==> src/rtl/vga_pkg.sv <==
// Shared VGA timing descriptors and helpers for the timing generator.
package vga_pkg;

  localparam int unsigned TIM_W = 11;

  typedef struct packed {
    logic [TIM_W-1:0] h_active;
    logic [TIM_W-1:0] h_fp;
    logic [TIM_W-1:0] h_sync;
    logic [TIM_W-1:0] h_bp;
    logic [TIM_W-1:0] v_active;
    logic [TIM_W-1:0] v_fp;
    logic [TIM_W-1:0] v_sync;
    logic [TIM_W-1:0] v_bp;
    logic             hs_pol;
    logic             vs_pol;
  } timing_t;

  localparam timing_t MODE_1024x768_60 = '{
    h_active: 11'd1024, h_fp: 11'd24, h_sync: 11'd136, h_bp: 11'd160,
    v_active: 11'd768,  v_fp: 11'd3,  v_sync: 11'd6,   v_bp: 11'd29,
    hs_pol: 1'b0, vs_pol: 1'b0
  };

  localparam timing_t MODE_800x600_60 = '{
    h_active: 11'd800, h_fp: 11'd40, h_sync: 11'd128, h_bp: 11'd88,
    v_active: 11'd600, v_fp: 11'd1,  v_sync: 11'd4,   v_bp: 11'd23,
    hs_pol: 1'b1, vs_pol: 1'b1
  };

  // Full-precision totals, used to range-check descriptors at elaboration.
  function automatic int unsigned h_total(timing_t t);
    return 32'(t.h_active) + 32'(t.h_fp) + 32'(t.h_sync) + 32'(t.h_bp);
  endfunction

  function automatic int unsigned v_total(timing_t t);
    return 32'(t.v_active) + 32'(t.v_fp) + 32'(t.v_sync) + 32'(t.v_bp);
  endfunction

endpackage

==> src/rtl/vga_timing_axis.sv <==
// One timing axis: wrapping counter with registered blank/sync flags.
module vga_timing_axis
  import vga_pkg::*;
#(
  parameter int unsigned CNT_W = 11
) (
  input  logic             clk,
  input  logic             rst,
  input  logic             step,
  input  logic [CNT_W-1:0] cur_active,
  input  logic [CNT_W-1:0] cur_fp,
  input  logic [CNT_W-1:0] cur_sync,
  input  logic [CNT_W-1:0] cur_bp,
  input  logic [CNT_W-1:0] nxt_active,
  input  logic [CNT_W-1:0] nxt_fp,
  input  logic [CNT_W-1:0] nxt_sync,
  input  logic             nxt_pol,
  output logic [CNT_W-1:0] count,
  output logic             blank,
  output logic             sync,
  output logic             wrap
);

  logic [CNT_W-1:0] count_q, count_d;
  logic [CNT_W-1:0] last_c, sync_lo_c;
  logic             blank_q, blank_d;
  logic             sync_q, sync_d;

  // Wrap uses the mode in force now; flags for the new count use the incoming mode.
  assign last_c    = cur_active + cur_fp + cur_sync + cur_bp - CNT_W'(1);
  assign wrap      = step && (count_q == last_c);
  assign sync_lo_c = nxt_active + nxt_fp;

  always_comb begin
    count_d = count_q;
    blank_d = blank_q;
    sync_d  = sync_q;
    if (step) begin
      count_d = wrap ? '0 : count_q + CNT_W'(1);
      blank_d = (count_d >= nxt_active);
      // Modular offset test avoids overflow of the sync end bound.
      sync_d  = ((count_d - sync_lo_c) < nxt_sync) ~^ nxt_pol;
    end
  end

  always_ff @(posedge clk) begin
    if (rst) begin
      count_q <= '0;
      blank_q <= 1'b0;
      sync_q  <= ~nxt_pol;
    end else begin
      count_q <= count_d;
      blank_q <= blank_d;
      sync_q  <= sync_d;
    end
  end

  assign count = count_q;
  assign blank = blank_q;
  assign sync  = sync_q;

endmodule

==> src/rtl/vga_timing_gen.sv <==
// Two-mode VGA timing generator with frame-boundary mode switching and pixel strobe.
module vga_timing_gen
  import vga_pkg::*;
#(
  parameter int unsigned CNT_W = 11,
  parameter timing_t     MODE0 = MODE_1024x768_60,
  parameter timing_t     MODE1 = MODE_800x600_60
) (
  input  logic             clk,
  input  logic             rst,
  input  logic             en,
  input  logic             mode_sel,
  output logic [CNT_W-1:0] hcount,
  output logic [CNT_W-1:0] vcount,
  output logic             hblnk,
  output logic             vblnk,
  output logic             hsync,
  output logic             vsync,
  output logic             new_line,
  output logic             new_frame,
  output logic             mode_active
);

  localparam int unsigned MAX_TOTAL = 32'(1) << CNT_W;

  if (h_total(MODE0) > MAX_TOTAL || v_total(MODE0) > MAX_TOTAL) begin : g_mode0_range
    $error("vga_timing_gen: MODE0 totals exceed counter range");
  end
  if (h_total(MODE1) > MAX_TOTAL || v_total(MODE1) > MAX_TOTAL) begin : g_mode1_range
    $error("vga_timing_gen: MODE1 totals exceed counter range");
  end

  logic    mode_q, mode_d, nxt_sel_c;
  logic    new_line_q, new_line_d;
  logic    new_frame_q, new_frame_d;
  logic    h_wrap, v_wrap;
  timing_t cur_t, nxt_t;

  // Reset adopts mode_sel immediately so the reset sync level matches that mode.
  assign nxt_sel_c = rst ? mode_sel : mode_d;
  assign cur_t     = mode_q ? MODE1 : MODE0;
  assign nxt_t     = nxt_sel_c ? MODE1 : MODE0;

  always_comb begin
    mode_d      = mode_q;
    new_line_d  = h_wrap;
    new_frame_d = v_wrap;
    if (v_wrap) mode_d = mode_sel;
  end

  always_ff @(posedge clk) begin
    if (rst) begin
      mode_q      <= mode_sel;
      new_line_q  <= 1'b0;
      new_frame_q <= 1'b0;
    end else begin
      mode_q      <= mode_d;
      new_line_q  <= new_line_d;
      new_frame_q <= new_frame_d;
    end
  end

  vga_timing_axis #(.CNT_W(CNT_W)) u_h_axis (
    .clk        (clk),
    .rst        (rst),
    .step       (en),
    .cur_active (CNT_W'(cur_t.h_active)),
    .cur_fp     (CNT_W'(cur_t.h_fp)),
    .cur_sync   (CNT_W'(cur_t.h_sync)),
    .cur_bp     (CNT_W'(cur_t.h_bp)),
    .nxt_active (CNT_W'(nxt_t.h_active)),
    .nxt_fp     (CNT_W'(nxt_t.h_fp)),
    .nxt_sync   (CNT_W'(nxt_t.h_sync)),
    .nxt_pol    (nxt_t.hs_pol),
    .count      (hcount),
    .blank      (hblnk),
    .sync       (hsync),
    .wrap       (h_wrap)
  );

  // Vertical axis advances once per completed line; its wrap marks the frame boundary.
  vga_timing_axis #(.CNT_W(CNT_W)) u_v_axis (
    .clk        (clk),
    .rst        (rst),
    .step       (h_wrap),
    .cur_active (CNT_W'(cur_t.v_active)),
    .cur_fp     (CNT_W'(cur_t.v_fp)),
    .cur_sync   (CNT_W'(cur_t.v_sync)),
    .cur_bp     (CNT_W'(cur_t.v_bp)),
    .nxt_active (CNT_W'(nxt_t.v_active)),
    .nxt_fp     (CNT_W'(nxt_t.v_fp)),
    .nxt_sync   (CNT_W'(nxt_t.v_sync)),
    .nxt_pol    (nxt_t.vs_pol),
    .count      (vcount),
    .blank      (vblnk),
    .sync       (vsync),
    .wrap       (v_wrap)
  );

  assign new_line    = new_line_q;
  assign new_frame   = new_frame_q;
  assign mode_active = mode_q;

endmodule

==> config.mk <==
export PLATFORM = sky130hd
export DESIGN_NAME = vga_timing_gen
export DESIGN_NICKNAME = d
export VERILOG_FILES = /design/src/rtl/vga_pkg.sv /design/src/rtl/vga_timing_axis.sv /design/src/rtl/vga_timing_gen.sv
export SDC_FILE = /design/constraint.sdc
export NUM_CORES = 1
export LEC_CHECK = 0
export BUFFER_PORTS_ARGS = -buffer_cell sky130_fd_sc_hd__buf_2
export CAP_MARGIN = 15
export CORE_MARGIN = 2
export CORE_UTILIZATION = 44
export CTS_BUF_LIST = sky130_fd_sc_hd__clkbuf_4 sky130_fd_sc_hd__clkbuf_8
export CTS_CLUSTER_SIZE = 10
export DETAILED_ROUTE_END_ITERATION = 7
export PLACE_DENSITY_LB_ADDON = 0.12
export SKIP_CTS_REPAIR_TIMING = 1
export SLEW_MARGIN = 5
export SYNTH_ARGS = -nofsm -noshare
export SYNTH_HDL_FRONTEND = slang
export SYNTH_SLANG_ARGS = --single-unit
==> constraint.sdc <==
create_clock -name clk -period 4.91 [get_ports clk]
set_clock_uncertainty 0.15 [all_clocks]
set_input_delay 0.7365 -clock clk [delete_from_list [all_inputs] [get_ports clk]]
set_output_delay 0.7365 -clock clk [all_outputs]
set_load 0.1 [all_outputs]
==> results by group <==
Yosys
  • Yosys cell types: 62
  • Largest family of logic cells by synthesized area: simple AND/OR/NAND/NOR gates
  • Dominant synthesized flop cell: dfxtp_1
  • Synth Area in XOR/XNOR: 11.3%
  • Synth Register Bits: 29
  • EDFF count, synth: 2
  • Mux cell area share after synthesis: 2.71%
  • Post-Synth Simple-Gate Area: 26.3%
  • Seq/Total Area, Yosys: 22.8%
  • Complex-gate fraction of the synthesized area: 16.0%
  • Syn Std Cell Area: 2630 um^2
  • Synth Area in Adders: 15.0%
  • Yosys warnings: 0
  • Synth Net Count: 361
  • Average size of a mapped cell: 8.08 um^2
  • Syn Inst Count: 326
  • Asr flop ratio synth: 0%

Critical path
  • CP endpoint kind: register
  • Worst setup path class: register to register
  • Worst EP required: 4.79 ns
  • Crit path DAT: 4.37 ns
  • Reg-to-reg critical path startpoint: u_h_axis.count[0]
  • Critical path fanouts, max: 7
  • Startpoint type of the worst setup path: register
  • Worst setup path startpoint: u_h_axis.count[0]

Clocking
  • Clock root cell: clkbuf_8
  • CTS H-tree lvls: 2
  • Clock Sinks: 29
  • Max Root-Sink Buffers: 2
  • TritonCTS clock tree: done
  • Cts bufs inserted: 5
  • Clock slew at reported path FFs: 0.07 ns
  • Clk_lat worst skew: 0.28 ns

Finish
  • Fillers: 584
  • Multi-input gate area: 1880 um^2
  • Register area: 619 um^2
  • Non-Filler Instances: 433
  • Commonest non-fill, non-tap cell in the layout: nor2_1
  • Antenna diode instance count: 0
  • Area Growth Syn to Fin: 13.8%
  • NumNets Final: 392
  • Layout cells sized above 1: 20.1%
  • Most frequent cells in the layout: 36 x nor2_1, 32 x buf_2, 31 x nand2_1

Power
  • Combinational Power Share: 26.4%
  • LEAKAGE: 0.00138 uW
  • Sequential power share: 38.8%
  • Maximum VDD drop: 0.138 mV
  • Switch share: 33.2%
  • Clock Power Share: 34.8%
  • Switch Pwr: 211 uW
  • Power Dens Cells: 212 nW/um^2
  • P_int: 425 uW

Job
  • Max Cap Viol: 0

Detailed routing
  • Detailed Route Iter0 Violations: 108
  • Vias/cell: 5.52
  • First-pass DRT Iterations: 4
  • Drt wl/cell: 15.1 um
  • Remaining DRCs: 0
  • Total wire length: 6.54 mm
  • Vias: 2389
  • Antenna Nets Post-Route: 0

Timing
  • Crit share post-route: 91.4%
  • Setup TNS: 0 ns
  • Final Max Slew Viols: 0
  • Slew @ Worst Pin: 0.562 ns
  • Setup-failing EPs final: 0
  • RSZ-0062 raised after global routing: false
  • Minimum clock period: 4.49 ns
  • Slew margin rel.: 62.0%
  • Final Hold Fails: 0
  • Maximum clock rate: 223 MHz

Floorplanning
  • Die X-Extent: 81.4 um
  • Rows: 28
  • Core area: 5850 um^2
  • Die H: 81.4 um
  • Full die area: 6620 um^2
  • Initial Util: 45.0%
  • Boundary Pins: 33

GRT
  • Global-route wire length before repair: 10.8 mm
  • Largest net degree at the start of global routing: 31
  • Initial antenna violation count: 0
  • Met3 Usage GRT: 3.78%
  • M1 GR Usage: 31.1%
  • Congestion Overflow GR: 0
  • GRT Total Usage: 21.3%
  • M2 GR Usage: 31.5%
  • Layer with the highest usage: met2
  • Vias in the first global route: 2204

Min path
  • Hold wc startpoint: u_h_axis.blank
  • Hold Crit Class: register to register

Placed design
  • IO buf count: 32
  • HPWL after detailed placement: 4.99 mm
  • Placed Cells: 425
  • RD Place Congestion: 0.895

Status
  • Status: finished, final reports clean
## power by group through the flow
stage	clock, uW	combinational [uW]	sequential (uW)
after floorplan	0	102	283
after global placement	0	167	252
after detailed placement	0	167	253
after CTS	230	168	247
after global routing	242	186	248
final	222	168	247
## per-stage QoR
step	utilization (%)	area [um^2]	hold slack (ns)	total power, uW	setup WS, ns
2_1_floorplan	-	2650	0.482	385	0.0533
3_3_place_gp	49.5	2900	0.324	419	0.444
3_5_place_dp	49.5	2900	0.349	420	0.404
4_1_cts	51.2	3000	0.358	645	0.379
5_1_grt	51.2	3000	0.382	676	0.0526
6_report	51.2	3000	0.350	637	0.421
## cell usage after synthesis, drive strengths merged, types with 2 or more instances
master | instances | area share, %
or3 | 2 | 0.48
nor4b | 3 | 1.6
ha | 30 | 14
edfxtp | 2 | 2.3
and4 | 4 | 1.3
xor2 | 24 | 8.0
a221oi | 2 | 0.90
o211ai | 3 | 0.86
xnor2 | 10 | 3.3
buf | 8 | 1.4
nand3 | 11 | 2.1
a211oi | 3 | 0.86
o41ai | 4 | 1.6
nand2 | 31 | 4.4
clkbuf | 8 | 1.1
nor3 | 6 | 1.6
nor2 | 36 | 5.1
nand4b | 2 | 0.67
a21oi | 18 | 3.4
nand4 | 8 | 1.9
o2111ai | 3 | 1.5
o31ai | 3 | 1.0
dfxtp | 27 | 21
nor3b | 2 | 0.76
nand2b | 6 | 1.4
inv | 23 | 3.3
o21ai | 7 | 1.3
mux2i | 6 | 2.3
and3 | 6 | 1.4
nor2b | 4 | 0.95
a21o | 2 | 0.57
## cells by family (layout without fill, tap and decap cells)
kind of cell	Yosys count	after routing
buffers and inverters	39	71
XOR/XNOR	34	34
AO/OA/AOI/OAI	57	57
multiplexers	7	7
flip-flops	29	29
adder cells (fa/ha/maj)	31	31
AND/OR/NAND/NOR	129	129
## metal layers
metal	routed length (um)	up-vias
met1	3410	1123
met3	276	6
met5	0	-
li1	-	1214
met4	81	0
met2	2770	46
## critical path, stage by stage, from the launching register on
cell	delay, ns
dfxtp_4	0.38
ha_1	0.25
and4_2	0.34
o2111ai_2	0.23
nor3_4	0.24
nor2_1	0.06
mux2_2	0.28
ha_1	0.30
inv_1	0.06
ha_1	0.35
o21a_1	0.20
or4_1	0.39
a21oi_1	0.13
nand2_1	0.07
a221oi_1	0.22
o2111ai_1	0.19
o41ai_2	0.29
o41ai_1	0.11
## registers in the layout, summed over array words and instances, names as in the netlist
| signal | count |
|---|---|
| new_line | 1 |
| u_v_axis.sync | 1 |
| mode_active | 1 |
| new_frame | 1 |
| u_v_axis.blank | 1 |
| u_h_axis.blank | 1 |
| u_h_axis.sync | 1 |
| u_v_axis.count | 11 |
| u_h_axis.count | 11 |
## path summary, 6_finish.rpt
path | to | slack, ns | cells after the start
hold / removal | u_h_axis.blank | 0.35 | 2
setup reg to reg | u_v_axis.sync | 0.42 | 17
hold reg to reg | u_h_axis.blank | 0.35 | 2
setup / recovery | u_v_axis.sync | 0.42 | 17
## final cells by class
class	count	share of cell area, %
multi-input cells	258	62.7
flip-flops and latches	29	20.7
repair buffers	40	7.35
clock buffers	8	3.26
well taps	75	3.13
inverters	23	2.88
Note: power is estimated with default switching activity, not from simulation.
